$ cat src/rtl/regfile.sv
// rtl/regfile.sv - 2-read/1-write register file, combinational reads, synchronous write.
// Optional macro REGFILE_BYPASS_EN adds write-through forwarding from wd to the read ports.
module regfile #(
   parameter int DATA_W = 8,
   parameter int ADDR_W = 3
) (
   output logic [DATA_W-1:0] rd1,
   output logic [DATA_W-1:0] rd2,
   input  logic [ADDR_W-1:0] ra1,
   input  logic [ADDR_W-1:0] ra2,
   input  logic [ADDR_W-1:0] wa,
   input  logic              we,
   input  logic [DATA_W-1:0] wd,
   input  logic              clk,
   input  logic              rst
);

   localparam int DEPTH = 2 ** ADDR_W;

   logic [DATA_W-1:0] mem [DEPTH];

   // Reset wins over a write presented on the same edge.
   always_ff @(posedge clk) begin
      if (rst) begin
         for (int i = 0; i < DEPTH; i++) begin
            mem[i] <= '0;
         end
      end else if (we) begin
         mem[wa] <= wd;
      end
   end

   always_comb begin
      rd1 = mem[ra1];
      rd2 = mem[ra2];
`ifdef REGFILE_BYPASS_EN
      // Forward the pending write so a same-cycle reader sees the new value.
      if (we && !rst && (ra1 == wa)) begin
         rd1 = wd;
      end
      if (we && !rst && (ra2 == wa)) begin
         rd2 = wd;
      end
`else
`endif
   end

endmodule

$ cat config.mk
export PLATFORM = sky130hd
export DESIGN_NAME = regfile
export DESIGN_NICKNAME = d
export VERILOG_FILES = /design/src/rtl/regfile.sv
export SDC_FILE = /design/constraint.sdc
export NUM_CORES = 1
export LEC_CHECK = 0
export BUFFER_PORTS_ARGS = -buffer_cell sky130_fd_sc_hd__buf_4
export CAP_MARGIN = 20
export CORE_ASPECT_RATIO = 2
export CORE_MARGIN = 10
export CORE_UTILIZATION = 63
export CTS_CLUSTER_DIAMETER = 50
export DETAILED_ROUTE_END_ITERATION = 6
export PLACE_DENSITY = 0.93
export SLEW_MARGIN = 20
export SYNTH_ARGS = -nofsm -noshare
export SYNTH_HDL_FRONTEND = slang
export SYNTH_SLANG_ARGS = --single-unit
$ cat constraint.sdc
create_clock -name clk -period 4.4 [get_ports clk]
set_input_delay 0.22 -clock clk [delete_from_list [all_inputs] [get_ports clk]]
set_output_delay 0.22 -clock clk [all_outputs]
set_load 0.05 [all_outputs]
### Word-level counts from Yosys, hierarchy flattened

Memory sizes are Yosys's and may differ from the RTL's.
Index checks and enable logic that the tools add are counted.

| storage, ports and cells | value |
|---|---|
| flip-flop bits (word level) | 0 |
| RAM bits | 64 |
| output and inout bits | 16 |
| memories | 1 |

| cells by class | value |
|---|---|
| muxes and demuxes | 8 |
| reductions and logical operators | 1 |

Memory list:

| name | depth | bits a word | read ports | clocked after memory_dff | write ports | line | RTL |
|---|---|---|---|---|---|---|---|
| mem | 8 | 8 | 2 | 0 | 8 | 20 | `logic [DATA_W-1:0] mem [DEPTH];` |

Operators by type and width:

| kind | number |
|---|---|
| 8-bit two-way mux | 1 |
| 8-bit OR reduction | 1 |
| 1-bit two-way mux | 6 |
| 3-bit two-way mux | 1 |

### Longest topological paths before layout

Gate-level depths: netlist (run 1).

| logic depth | value |
|---|---|
| depth in word-level cells | 5 |
| gate-level depth with buffers | 4 |

### Least setup slack after synthesis (run 1)

No wires, ideal clock.

| path | value |
|---|---|
| path type | input port to flip-flop |
| from | input wa[1] |
| to | memory mem[0][0] (enable) |
| library setup time | 0.375 ns |
| arrival time | 1.447 ns |
| data required time | 4.025 ns |
| slack | 2.578 ns |
| stages on the path | 4 |
| cells stage by stage | or3b_2 -> buf_2 -> buf_2 -> o21bai_1 |

RTL lines:

| element | line | RTL |
|---|---|---|
| from (decl) | 11 | `input logic [ADDR_W-1:0] wa,` |
| to (decl) | 20 |  |

==> impl_metrics.prom, run 1 <==
# TYPE chip_impl_metric gauge
chip_impl_metric{name="place.detailed.hpwl",unit="µm"} 5880
chip_impl_metric{name="rows",unit=""} 38
chip_impl_metric{name="postSynthCellCount",unit=""} 222
chip_impl_metric{name="cp_data_required_time",unit="ns"} 4.18
chip_impl_metric{name="cts_max_path_buffers",unit=""} 2
chip_impl_info{name="setup.worst_path.class",value="register to primary output"} 1
chip_impl_metric{name="postCtsHoldBufs",unit=""} 0
chip_impl_metric{name="slew_headroom",unit="%"} 49.1
chip_impl_metric{name="worstMarginPinSlew",unit="ns"} 0.762
chip_impl_metric{name="yosys_warnings",unit=""} 0
chip_impl_metric{name="clockPowerShare",unit="%"} 27.8
chip_impl_info{name="layout_common_cells",value="nor3_1 (64), edfxtp_1 (64), buf_4 (35)"} 1
chip_impl_metric{name="detailroute.via_count",unit=""} 2107
chip_impl_metric{name="grt_first_pass_wirelength",unit="µm"} 11600
chip_impl_metric{name="placement.io_buffers",unit=""} 35
chip_impl_metric{name="synth.ff_latch_count",unit=""} 64
chip_impl_info{name="rsz0062_at_grt",value="no"} 1
chip_impl_metric{name="finalWeightedCongestion",unit=""} 0.809
chip_impl_metric{name="detailedRoute.firstIterationViolations",unit=""} 113
chip_impl_metric{name="top_level_ports",unit=""} 36
chip_impl_metric{name="antenna_violations_before_repair",unit=""} 0
chip_impl_metric{name="clock.fmax",unit="GHz"} 0.482
chip_impl_metric{name="largest_register_ffs",unit=""} 64
chip_impl_metric{name="placedInstanceArea",unit="µm²"} 3720
chip_impl_info{name="worst_setup_path_startpoint",value="mem[1][4]$_SDFFCE_PN0P_"} 1
chip_impl_metric{name="cts_setup_buffers",unit=""} 0
chip_impl_metric{name="share_comb_of_total_power",unit="%"} 19.8
chip_impl_info{name="hp-class",value="primary input to register"} 1
chip_impl_info{name="crit_end",value="rd2[4]"} 1
chip_impl_metric{name="viasPerCell",unit=""} 6.84
chip_impl_metric{name="maxSlewViolCount",unit=""} 0
chip_impl_metric{name="core",unit="µm²"} 5420
chip_impl_info{name="clock_tree_from_tritoncts",value="yes"} 1
chip_impl_metric{name="number_of_global_route_vias_before_repair",unit=""} 2114
chip_impl_info{name="critPathLaunchType",value="register"} 1
chip_impl_metric{name="first_pass_iters",unit=""} 4
chip_impl_info{name="cts-root-buf",value="clkbuf_8"} 1
chip_impl_metric{name="die_width",unit="µm"} 72.9
chip_impl_info{name="run_status",value="finished, final reports clean"} 1
chip_impl_metric{name="total_leakage_power",unit="nW"} 1.32
chip_impl_info{name="critPathCaptureType",value="primary output"} 1
chip_impl_metric{name="postSynthNetCount",unit=""} 242
chip_impl_metric{name="grt.total_usage",unit="%"} 17.2
chip_impl_metric{name="worstPathArrival",unit="ns"} 1.86
chip_impl_metric{name="postRouteAntennaNets",unit=""} 0
chip_impl_metric{name="die_h",unit="µm"} 126
chip_impl_metric{name="report.final.setup_viol",unit=""} 0
chip_impl_metric{name="final_area",unit="µm²"} 3870
chip_impl_metric{name="initial_core_util",unit="%"} 65.1
chip_impl_metric{name="final.setup.tns",unit="ns"} 0
chip_impl_metric{name="cts-resized-gates",unit=""} 0
chip_impl_metric{name="p_per_area",unit="nW/µm²"} 360
chip_impl_metric{name="cts_inserted_buffers",unit=""} 9
chip_impl_metric{name="syn-mean-instance-area",unit="µm²"} 15.9
chip_impl_metric{name="net_sw_share",unit="%"} 27.3
chip_impl_metric{name="post_route_cells_drive_above_1_share",unit="%"} 27.0
chip_impl_metric{name="report.power.total",unit="mW"} 1.40
chip_impl_info{name="largest_registers",value="mem (64)"} 1
chip_impl_metric{name="critical_path.max_fanout",unit=""} 2
chip_impl_metric{name="final_net_count",unit=""} 265
chip_impl_metric{name="fillers",unit=""} 348
chip_impl_metric{name="floorplan.die_area",unit="µm²"} 9170
chip_impl_metric{name="cts_num_sinks",unit=""} 64
chip_impl_metric{name="antenna_cells_inserted",unit=""} 0
chip_impl_metric{name="internal_power",unit="mW"} 1.01
chip_impl_metric{name="setup_slack",unit="ns"} 2.32
chip_impl_metric{name="flow.area_growth_from_synthesis",unit="%"} 9.87
chip_impl_metric{name="netlist_area",unit="µm²"} 3530
chip_impl_info{name="largest_register",value="mem"} 1
chip_impl_metric{name="grt-ovfl-total",unit=""} 0
chip_impl_metric{name="switching_power",unit="mW"} 0.381
chip_impl_metric{name="timing.max_cap.violations",unit=""} 0
chip_impl_metric{name="synth-seq-area-share",unit="%"} 54.5
chip_impl_metric{name="post-route-period-util",unit="%"} 47.2
chip_impl_metric{name="min_period",unit="ns"} 2.08
chip_impl_metric{name="timing_hold_violations_final",unit=""} 0
chip_impl_metric{name="vdd_ir_drop_max",unit="µV"} 353
chip_impl_metric{name="cts_max_level",unit=""} 3
chip_impl_metric{name="synth.distinct_cells",unit=""} 17
chip_impl_metric{name="routed_wirelength",unit="µm"} 7570
chip_impl_metric{name="clkTransAtPathRegs",unit="ns"} 0.06
chip_impl_metric{name="grt_start_max_net_pins",unit=""} 37
chip_impl_metric{name="place_ws",unit="ns"} 1.75
chip_impl_metric{name="drt_drc_violations_left",unit=""} 0
chip_impl_metric{name="share_seq_of_total_power",unit="%"} 52.4
chip_impl_metric{name="util_after_layout",unit="%"} 71.5
chip_impl_metric{name="post_drt_wl_per_cell",unit="µm"} 24.6
==> synthesized netlist by cell type (all sizes together) <==
cell	count	area [µm²]
or2	1	6.26
nor3	64	320
nand3b	1	7.51
nand2	1	3.75
nand2b	2	12.5
edfxtp	64	1920
clkbuf	12	45.0
mux4	32	830
mux2	16	180
clkinv	8	30.0
o21bai	8	60.1
or3b	1	8.76
buf	12	100
==> worst max-delay path: stages (launching register included) <==
cell	delay, ns
edfxtp_1	0.42
mux4_1	0.60
mux2_2	0.31
buf_4	0.19
==> power groups by stage <==
stage	logic (mW)	registers [mW]	clock network [mW]
final	0.276	0.731	0.388
after global routing	0.291	0.734	0.412
after CTS	0.278	0.731	0.391
after detailed placement	0.278	0.743	0
after global placement	0.269	0.737	0
after floorplan	0.206	0.731	0
==> final cells by class <==
class | count | area (µm²) | share of cell area (%)
timing repair buffer | 36 | 274 | 7.07
clock buffer | 12 | 135 | 3.49
clock inverter | 2 | 8.76 | 0.226
inverter | 8 | 30.0 | 0.775
multi-input combinational | 126 | 1430 | 36.9
tap | 60 | 75.1 | 1.94
sequential | 64 | 1920 | 49.6
==> worst min path at each step <==
stage          slack [ns]  depth (start not counted)                      end  start
2_1_floorplan        0.55                          2  mem[0][7]$_SDFFCE_PN0P_  wd[7]
3_3_place_gp         0.73                          3  mem[3][1]$_SDFFCE_PN0P_  wd[1]
3_5_place_dp         0.74                          3  mem[3][1]$_SDFFCE_PN0P_  wd[1]
4_1_cts              0.37                          3  mem[2][1]$_SDFFCE_PN0P_  wd[1]
5_1_grt              0.40                          3  mem[2][1]$_SDFFCE_PN0P_  wd[1]
6_report             0.39                          3  mem[3][6]$_SDFFCE_PN0P_  wd[6]
==> cells by family after synthesis <==
family          Yosys count  synth area share (%)
buf+inv                  32                  4.97
compound gates            8                  1.70
flops                    64                  54.5
simple gates             70                  10.2
mux                      48                  28.6
==> routing by layer <==
layer / share of wire, % / global-route usage [%] / vias to the layer above
li1: - / - / 975
met1: 35 / 17.9 / 1010
met2: 54 / 28.8 / 96
met3: 4.8 / 3.85 / 26
met4: 6.1 / 13.0 / 0
met5: 0 / 0 / -
==> per-stage QoR <==
stage	cells	hold slack, ns
after floorplan	222	0.553
after global placement	293	0.726
after detailed placement	293	0.735
after CTS	307	0.372
after global routing	308	0.402
final	308	0.394
(Power assumes the default switching activity.)
==> inputs of run 2 (changes only) <==
--- a/config.mk
+++ b/config.mk
@@ -5,14 +5,15 @@
 export SDC_FILE = /design/constraint.sdc
 export NUM_CORES = 1
 export LEC_CHECK = 0
+export ABC_AREA = 1
 export BUFFER_PORTS_ARGS = -buffer_cell sky130_fd_sc_hd__buf_4
 export CAP_MARGIN = 20
 export CORE_ASPECT_RATIO = 2
 export CORE_MARGIN = 10
-export CORE_UTILIZATION = 63
+export CORE_UTILIZATION = 60
 export CTS_CLUSTER_DIAMETER = 50
 export DETAILED_ROUTE_END_ITERATION = 6
-export PLACE_DENSITY = 0.93
+export PLACE_DENSITY = 0.89
 export SLEW_MARGIN = 20
 export SYNTH_ARGS = -nofsm -noshare
 export SYNTH_HDL_FRONTEND = slang
==> constraint.sdc (replaced) <==
create_clock -name clk -period 2.1 [get_ports clk]
set_input_delay 0.105 -clock clk [delete_from_list [all_inputs] [get_ports clk]]
set_output_delay 0.105 -clock clk [all_outputs]
set_load 0.05 [all_outputs]
==> run 2 against run 1 <==
Against the previous run:
- non-clock buffer count is 1 higher
- sequential power is 110% higher
- worst setup slack worse by 1.7 ns
- critical path type unchanged
- largest cell class unchanged
- power rose to 2.5 times the previous value
==> impl_metrics.prom, run 2 <==
# TYPE chip_impl_metric gauge
chip_impl_info{name="layout_common_cells",value="nand2_1 (217), inv_1 (78), nor2_1 (67)"} 1
chip_impl_info{name="critPathTopFamily",value="flip-flops"} 1
chip_impl_metric{name="report.final.setup_viol",unit=""} 0
chip_impl_info{name="path_common_cell",value="nand2_1"} 1
chip_impl_metric{name="cts_max_level",unit=""} 3
chip_impl_metric{name="post-route-period-util",unit="%"} 71.8
chip_impl_metric{name="post_drt_wl_per_cell",unit="µm"} 16.0
chip_impl_metric{name="synth.ff_latch_count",unit=""} 64
chip_impl_metric{name="flow.area_growth_from_synthesis",unit="%"} 13.3
chip_impl_metric{name="synth-seq-area-share",unit="%"} 49.4
chip_impl_metric{name="grt-ovfl-total",unit=""} 0
chip_impl_metric{name="layout.cells.non_filler",unit=""} 644
chip_impl_metric{name="antenna_violations_before_repair",unit=""} 0
chip_impl_metric{name="finalWeightedCongestion",unit=""} 0.960
chip_impl_metric{name="hold_ws",unit="ns"} 0.244
chip_impl_info{name="min_delay_worst_endpoint",value="mem[7][6]$_SDFFCE_PN0P_"} 1
chip_impl_metric{name="cts-resized-gates",unit=""} 0
chip_impl_metric{name="critical_path.max_fanout",unit=""} 2
chip_impl_metric{name="critical_path_buf_inv_count",unit=""} 2
chip_impl_metric{name="p_per_area",unit="nW/µm²"} 805
chip_impl_metric{name="synth.distinct_cells",unit=""} 12
chip_impl_info{name="hp-class",value="primary input to register"} 1
chip_impl_metric{name="die_h",unit="µm"} 134
chip_impl_metric{name="cts_num_sinks",unit=""} 64
chip_impl_metric{name="asyncSetResetFlopFracSynth",unit="%"} 0
chip_impl_info{name="critPathCaptureType",value="primary output"} 1
chip_impl_metric{name="routed_wirelength",unit="µm"} 10300
chip_impl_metric{name="rows",unit=""} 41
chip_impl_metric{name="crit_path_max_incr_delay",unit="ns"} 0.41
chip_impl_info{name="cts-root-buf",value="clkbuf_16"} 1
chip_impl_metric{name="floorplan.die_area",unit="µm²"} 10300
chip_impl_info{name="synthTopCellsByCount",value="nand2_1 (217), inv_1 (78), nor2_1 (67)"} 1
chip_impl_metric{name="fillers",unit=""} 525
chip_impl_info{name="timing.critical_path.cells",value="inv_1 -> nand2_1 -> nand3_1 -> nand2_1 -> nand2_1 -> nand2_1 -> buf_4"} 1
chip_impl_info{name="rsz0062_at_grt",value="no"} 1
chip_impl_metric{name="post_route_cells_drive_above_1_share",unit="%"} 11.8
chip_impl_metric{name="min_period",unit="ns"} 1.51
chip_impl_info{name="critPathLaunchType",value="register"} 1
chip_impl_metric{name="grt.total_usage",unit="%"} 20.1
chip_impl_info{name="ys.flop_type",value="edfxtp_1"} 1
chip_impl_metric{name="syn-mean-instance-area",unit="µm²"} 7.37
chip_impl_metric{name="top_level_ports",unit=""} 36
chip_impl_metric{name="core",unit="µm²"} 6310
chip_impl_metric{name="worstPathArrival",unit="ns"} 1.40
chip_impl_metric{name="detailedRoute.firstIterationViolations",unit=""} 853
chip_impl_metric{name="worstMarginPinSlew",unit="ns"} 0.566
chip_impl_metric{name="whs_path_depth",unit=""} 3
chip_impl_info{name="setup.worst_path.class",value="register to primary output"} 1
chip_impl_metric{name="number_of_global_route_vias_before_repair",unit=""} 3271
chip_impl_metric{name="yosys_warnings",unit=""} 0
chip_impl_info{name="largest_registers",value="mem (64)"} 1
chip_impl_metric{name="util_after_layout",unit="%"} 69.8
chip_impl_metric{name="yosys.area.top_type_share",unit="%"} 49.4
chip_impl_info{name="largest_register",value="mem"} 1
chip_impl_metric{name="detailroute.via_count",unit=""} 3491
chip_impl_metric{name="viasPerCell",unit=""} 5.42
chip_impl_metric{name="postRouteAntennaNets",unit=""} 0
chip_impl_metric{name="setup_slack",unit="ns"} 0.593
chip_impl_metric{name="first_pass_iters",unit=""} 6
chip_impl_metric{name="total_leakage_power",unit="nW"} 2.34
chip_impl_metric{name="drt_drc_violations_left",unit=""} 0
chip_impl_metric{name="post-place-cells",unit=""} 629
chip_impl_metric{name="die_width",unit="µm"} 76.9
chip_impl_metric{name="initial_core_util",unit="%"} 61.6
chip_impl_metric{name="postSynthNetCount",unit=""} 548
chip_impl_metric{name="maxSlewViolCount",unit=""} 0
chip_impl_metric{name="vdd_ir_drop_max",unit="µV"} 711
chip_impl_metric{name="grt_first_pass_wirelength",unit="µm"} 16400
chip_impl_metric{name="postCtsHoldBufs",unit=""} 0
chip_impl_metric{name="timing_hold_violations_final",unit=""} 0
chip_impl_metric{name="postSynthCellCount",unit=""} 528
chip_impl_info{name="synth_top_area_cell",value="edfxtp_1"} 1
chip_impl_metric{name="cp_data_required_time",unit="ns"} 2.00
chip_impl_metric{name="final_net_count",unit=""} 574
chip_impl_metric{name="slew_headroom",unit="%"} 62.2
chip_impl_metric{name="final.setup.tns",unit="ns"} 0
chip_impl_metric{name="clock.fmax",unit="GHz"} 0.664
chip_impl_info{name="worst_path_max_delay_cell",value="edfxtp_1"} 1
chip_impl_metric{name="cts_max_path_buffers",unit=""} 2
chip_impl_info{name="hold_path_startpoint",value="wd[6]"} 1
chip_impl_metric{name="timing.max_cap.violations",unit=""} 0
chip_impl_metric{name="clkTransAtPathRegs",unit="ns"} 0.05
chip_impl_metric{name="cts_setup_buffers",unit=""} 0
chip_impl_metric{name="place_ws",unit="ns"} 0.611
chip_impl_info{name="run_status",value="finished, final reports clean"} 1
chip_impl_info{name="yosys.cell_count.top_type",value="nand2_1"} 1
chip_impl_metric{name="placement.io_buffers",unit=""} 35
chip_impl_info{name="leading_cell_type_in_the_layout_fill_and_taps_excluded",value="nand2_1"} 1
chip_impl_info{name="clock_tree_from_tritoncts",value="yes"} 1
chip_impl_metric{name="netlist_area",unit="µm²"} 3890
chip_impl_metric{name="grt_start_max_net_pins",unit=""} 33
chip_impl_metric{name="antenna_cells_inserted",unit=""} 0
chip_impl_metric{name="largest_register_ffs",unit=""} 64
chip_impl_metric{name="place.detailed.hpwl",unit="µm"} 7660
chip_impl_metric{name="cts_inserted_buffers",unit=""} 9
chip_impl_info{name="top_area_cells_in_the_synthesized_netlist",value="edfxtp_1 (49%), nand2_1 (21%), nand3_1 (8.2%)"} 1
chip_impl_metric{name="number_of_synthesized_flops_with_an_enable_pin",unit=""} 64
## run 2: changes by cell type in the layout (fill, tap and decap cells not counted), sizes merged, moves of 2 or more
cell,previous run,this run
nor3,64,0
mux4,32,0
clkinv,10,4
nor2,0,69
nand3,0,64
inv,0,83
nand2b,2,0
clkbuf,12,10
mux2,16,0
o21bai,8,0
nand2,1,226
## run 2: logic make-up (layout without fill, tap and decap cells)
| family | Yosys count | in the layout | share of synthesized area, % |
|---|---|---|---|
| buffers and inverters | 105 | 135 | 11.7 |
| flip-flops | 64 | 64 | 49.4 |
| AND/OR/NAND/NOR | 359 | 359 | 38.8 |
## run 2: cell type report
cell class	instances	area [µm²]	share of cell area [%]
repair buffers	37	278	6.30
flip-flops and latches	64	1920	43.6
clock inverters	5	48.8	1.11
well taps	86	108	2.44
clock buffers	10	229	5.20
multi-input cells	359	1510	34.3
inverters	83	312	7.07
## run 2: layer usage
layer	GRT usage, %	vias up	wire length (µm)
li1	-	1669	-
met1	21.5	1539	3720
met2	34.1	242	5120
met3	4.35	41	877
met4	13.9	0	556
met5	0	-	0
## run 2: worst max-delay path by stage
| stage | startpoint | to | slack, ns | cells after the start |
|---|---|---|---|---|
| floorplan | rst | mem[0][0]$_SDFFCE_PN0P_ | 0.95 | 5 |
| CTS | mem[6][0]$_SDFFCE_PN0P_ | rd2[0] | 0.60 | 7 |
| global route | mem[2][3]$_SDFFCE_PN0P_ | rd1[3] | 0.52 | 7 |
| global placement | rst | mem[5][5]$_SDFFCE_PN0P_ | 0.65 | 6 |
| finish | mem[6][0]$_SDFFCE_PN0P_ | rd2[0] | 0.59 | 7 |
| detailed placement | rst | mem[4][0]$_SDFFCE_PN0P_ | 0.61 | 6 |
## run 2: power by group
| part | switching, mW | internal (mW) |
|---|---|---|
| Combinational | 0.463 | 0.176 |
| Sequential | 0.0323 | 1.49 |
| Clock | 0.489 | 0.899 |
| Total | 0.985 | 2.56 |
## run 2: through the flow
step / power, mW / cell area, µm²
6_report: 3.55 / 4410
5_1_grt: 3.68 / 4410
4_1_cts: 3.54 / 4410
3_5_place_dp: 2.17 / 4130
3_3_place_gp: 2.16 / 4130
2_1_floorplan: 1.98 / 3890
==> inputs of run 3 (changes only) <==
--- a/config.mk
+++ b/config.mk
@@ -5,15 +5,15 @@
 export SDC_FILE = /design/constraint.sdc
 export NUM_CORES = 1
 export LEC_CHECK = 0
-export ABC_AREA = 1
+export ABC_AREA = 0
 export BUFFER_PORTS_ARGS = -buffer_cell sky130_fd_sc_hd__buf_4
 export CAP_MARGIN = 20
 export CORE_ASPECT_RATIO = 2
 export CORE_MARGIN = 10
-export CORE_UTILIZATION = 60
+export CORE_UTILIZATION = 53
 export CTS_CLUSTER_DIAMETER = 50
 export DETAILED_ROUTE_END_ITERATION = 6
-export PLACE_DENSITY = 0.89
+export PLACE_DENSITY = 0.85
 export SLEW_MARGIN = 20
 export SYNTH_ARGS = -nofsm -noshare
 export SYNTH_HDL_FRONTEND = slang
==> constraint.sdc (replaced) <==
create_clock -name clk -period 1.3 [get_ports clk]
set_input_delay 0.065 -clock clk [delete_from_list [all_inputs] [get_ports clk]]
set_output_delay 0.065 -clock clk [all_outputs]
set_load 0.05 [all_outputs]
==> run 3 against run 2 <==
Against the previous run:
- the run now ends with setup timing left
- critical endpoint is now rd2[4]
- highest routed layer unchanged
- largest power group unchanged
- final area is 2.5% lower
- non-clock buffer count is 17 higher
- worst hold slack got worse by 0.023 ns
- utilization fell by 4.4 points
==> impl_metrics.prom, run 3 (synthesis gave the netlist of run 1 again) <==
# TYPE chip_impl_metric gauge
chip_impl_metric{name="finalWeightedCongestion",unit=""} 0.837
chip_impl_metric{name="placedInstanceArea",unit="µm²"} 4010
chip_impl_metric{name="final_net_count",unit=""} 283
chip_impl_metric{name="detailedRoute.firstIterationViolations",unit=""} 156
chip_impl_metric{name="worstPathArrival",unit="ns"} 1.68
chip_impl_metric{name="rows",unit=""} 42
chip_impl_metric{name="p_per_area",unit="nW/µm²"} 1310
chip_impl_metric{name="cts_inserted_buffers",unit=""} 9
chip_impl_metric{name="post_route_cells_drive_above_1_share",unit="%"} 45.3
chip_impl_metric{name="clockPowerShare",unit="%"} 34.9
chip_impl_info{name="hp-class",value="primary input to register"} 1
chip_impl_metric{name="number_of_global_route_vias_before_repair",unit=""} 2356
chip_impl_metric{name="vdd_ir_drop_max",unit="µV"} 687
chip_impl_metric{name="post-place-cells",unit=""} 340
chip_impl_metric{name="place_ws",unit="ns"} -0.170
chip_impl_info{name="rsz0062_at_grt",value="yes"} 1
chip_impl_metric{name="initial_core_util",unit="%"} 53.7
chip_impl_info{name="largest_registers",value="mem (64)"} 1
chip_impl_metric{name="cts_num_sinks",unit=""} 64
chip_impl_metric{name="timing_hold_violations_final",unit=""} 0
chip_impl_info{name="run_status",value="complete, but fails checks"} 1
chip_impl_metric{name="slew_headroom",unit="%"} 77.6
chip_impl_metric{name="report.final.setup_viol",unit=""} 16
chip_impl_metric{name="whs_path_depth",unit=""} 3
chip_impl_info{name="critPathLaunchType",value="register"} 1
chip_impl_metric{name="clock.fmax",unit="GHz"} 0.574
chip_impl_metric{name="post_drt_wl_per_cell",unit="µm"} 22.2
chip_impl_metric{name="cts_max_level",unit=""} 3
chip_impl_metric{name="antenna_violations_before_repair",unit=""} 0
chip_impl_metric{name="detailroute.via_count",unit=""} 2114
chip_impl_metric{name="hold_ws",unit="ns"} 0.220
chip_impl_metric{name="total_leakage_power",unit="nW"} 1.46
chip_impl_metric{name="drt_drc_violations_left",unit=""} 0
chip_impl_metric{name="antenna_cells_inserted",unit=""} 0
chip_impl_info{name="setup.worst_path.class",value="register to primary output"} 1
chip_impl_metric{name="largest_register_ffs",unit=""} 64
chip_impl_metric{name="crit_path_max_incr_delay",unit="ns"} 0.47
chip_impl_metric{name="top_level_ports",unit=""} 36
chip_impl_metric{name="floorplan.die_area",unit="µm²"} 10500
chip_impl_metric{name="worstMarginPinSlew",unit="ns"} 0.334
chip_impl_metric{name="maxSlewViolCount",unit=""} 0
chip_impl_metric{name="cts_max_path_buffers",unit=""} 2
chip_impl_metric{name="postCtsHoldBufs",unit=""} 0
chip_impl_info{name="timing.critical_path.cells",value="mux4_2 -> mux2_4 -> buf_8"} 1
chip_impl_metric{name="grt-ovfl-total",unit=""} 0
chip_impl_info{name="violations",value="setup timing"} 1
chip_impl_metric{name="layout.cells.non_filler",unit=""} 353
chip_impl_info{name="critPathCaptureType",value="primary output"} 1
chip_impl_info{name="worst_path_max_delay_cell",value="mux4_2"} 1
chip_impl_metric{name="clkTransAtPathRegs",unit="ns"} 0.05
chip_impl_metric{name="placement.io_buffers",unit=""} 35
chip_impl_metric{name="share_comb_of_total_power",unit="%"} 20.9
chip_impl_metric{name="critical_path.max_fanout",unit=""} 2
chip_impl_info{name="clock_tree_from_tritoncts",value="yes"} 1
chip_impl_metric{name="post-route-period-util",unit="%"} 134
chip_impl_info{name="cts-root-buf",value="clkbuf_16"} 1
chip_impl_metric{name="grt.total_usage",unit="%"} 15.6
chip_impl_metric{name="timing.max_cap.violations",unit=""} 0
chip_impl_metric{name="setup_slack",unit="ns"} -0.441
chip_impl_metric{name="min_period",unit="ns"} 1.74
chip_impl_metric{name="grt_start_max_net_pins",unit=""} 17
chip_impl_metric{name="viasPerCell",unit=""} 5.99
chip_impl_metric{name="first_pass_iters",unit=""} 4
chip_impl_metric{name="share_seq_of_total_power",unit="%"} 44.2
chip_impl_metric{name="final_area",unit="µm²"} 4300
chip_impl_metric{name="core",unit="µm²"} 6570
chip_impl_metric{name="internal_power",unit="mW"} 4.20
chip_impl_metric{name="flow.area_growth_from_synthesis",unit="%"} 21.8
chip_impl_metric{name="postRouteAntennaNets",unit=""} 0
chip_impl_metric{name="util_after_layout",unit="%"} 65.4
chip_impl_metric{name="fillers",unit=""} 449
chip_impl_metric{name="cp_data_required_time",unit="ns"} 1.24
chip_impl_metric{name="routed_wirelength",unit="µm"} 7830
chip_impl_metric{name="die_width",unit="µm"} 77.7
chip_impl_metric{name="place.detailed.hpwl",unit="µm"} 6070
chip_impl_info{name="layout_common_cells",value="nor3_1 (64), edfxtp_1 (64), buf_4 (34)"} 1
chip_impl_metric{name="switching_power",unit="mW"} 1.42
chip_impl_metric{name="grt_first_pass_wirelength",unit="µm"} 12300
chip_impl_metric{name="die_h",unit="µm"} 135
chip_impl_info{name="largest_register",value="mem"} 1
chip_impl_metric{name="net_sw_share",unit="%"} 25.2
run 3: timing repair:
action,CTS,global route
resized for setup,51,19
buffers inserted,0,0
endpoints found under the setup margin,16,16
run 3: metrics by stage:
step	power, mW	TNS, ns
floorplan	3.20	-2.05
global placement	3.49	-2.14
detailed placement	3.52	-2.58
CTS	5.58	-6.78
global route	5.82	-7.17
finish	5.62	-6.64
run 3: power groups by stage:
stage | clock (mW) | combinational, mW | sequential [mW]
CTS | 1.96 | 1.13 | 2.48
detailed placement | 0 | 1.01 | 2.51
finish | 1.96 | 1.17 | 2.48
floorplan | 0 | 0.723 | 2.47
global placement | 0 | 0.994 | 2.49
global route | 2.10 | 1.23 | 2.49
run 3: worst paths after layout:
path,startpoint,end
min,wd[1],mem[0][1]$_SDFFCE_PN0P_
max,mem[2][4]$_SDFFCE_PN0P_,rd2[4]
run 3: layer usage:
| metal | GRT usage (%) | share of wire (%) | vias up |
|---|---|---|---|
| li1 | - | - | 977 |
| met1 | 14.5 | 32 | 1058 |
| met2 | 30.9 | 61 | 66 |
| met3 | 2.79 | 3.9 | 13 |
| met4 | 7.55 | 2.3 | 0 |
| met5 | 0 | 0 | - |
run 3: layout make-up:
| class | instances | area [µm²] | share of cell area (%) |
|---|---|---|---|
| inverter | 8 | 30.0 | 0.699 |
| tap | 88 | 110 | 2.56 |
| multi-input combinational | 126 | 1440 | 33.4 |
| timing repair buffer | 54 | 557 | 13.0 |
| clock buffer | 10 | 229 | 5.33 |
| sequential | 64 | 1920 | 44.7 |
| clock inverter | 3 | 12.5 | 0.291 |
run 3: critical path: cells and delay by family, from the launching register on:
kind / cells / cell delay, ns
buffers and inverters: 1 / 0.15
flip-flops: 1 / 0.44
multiplexers: 2 / 0.76
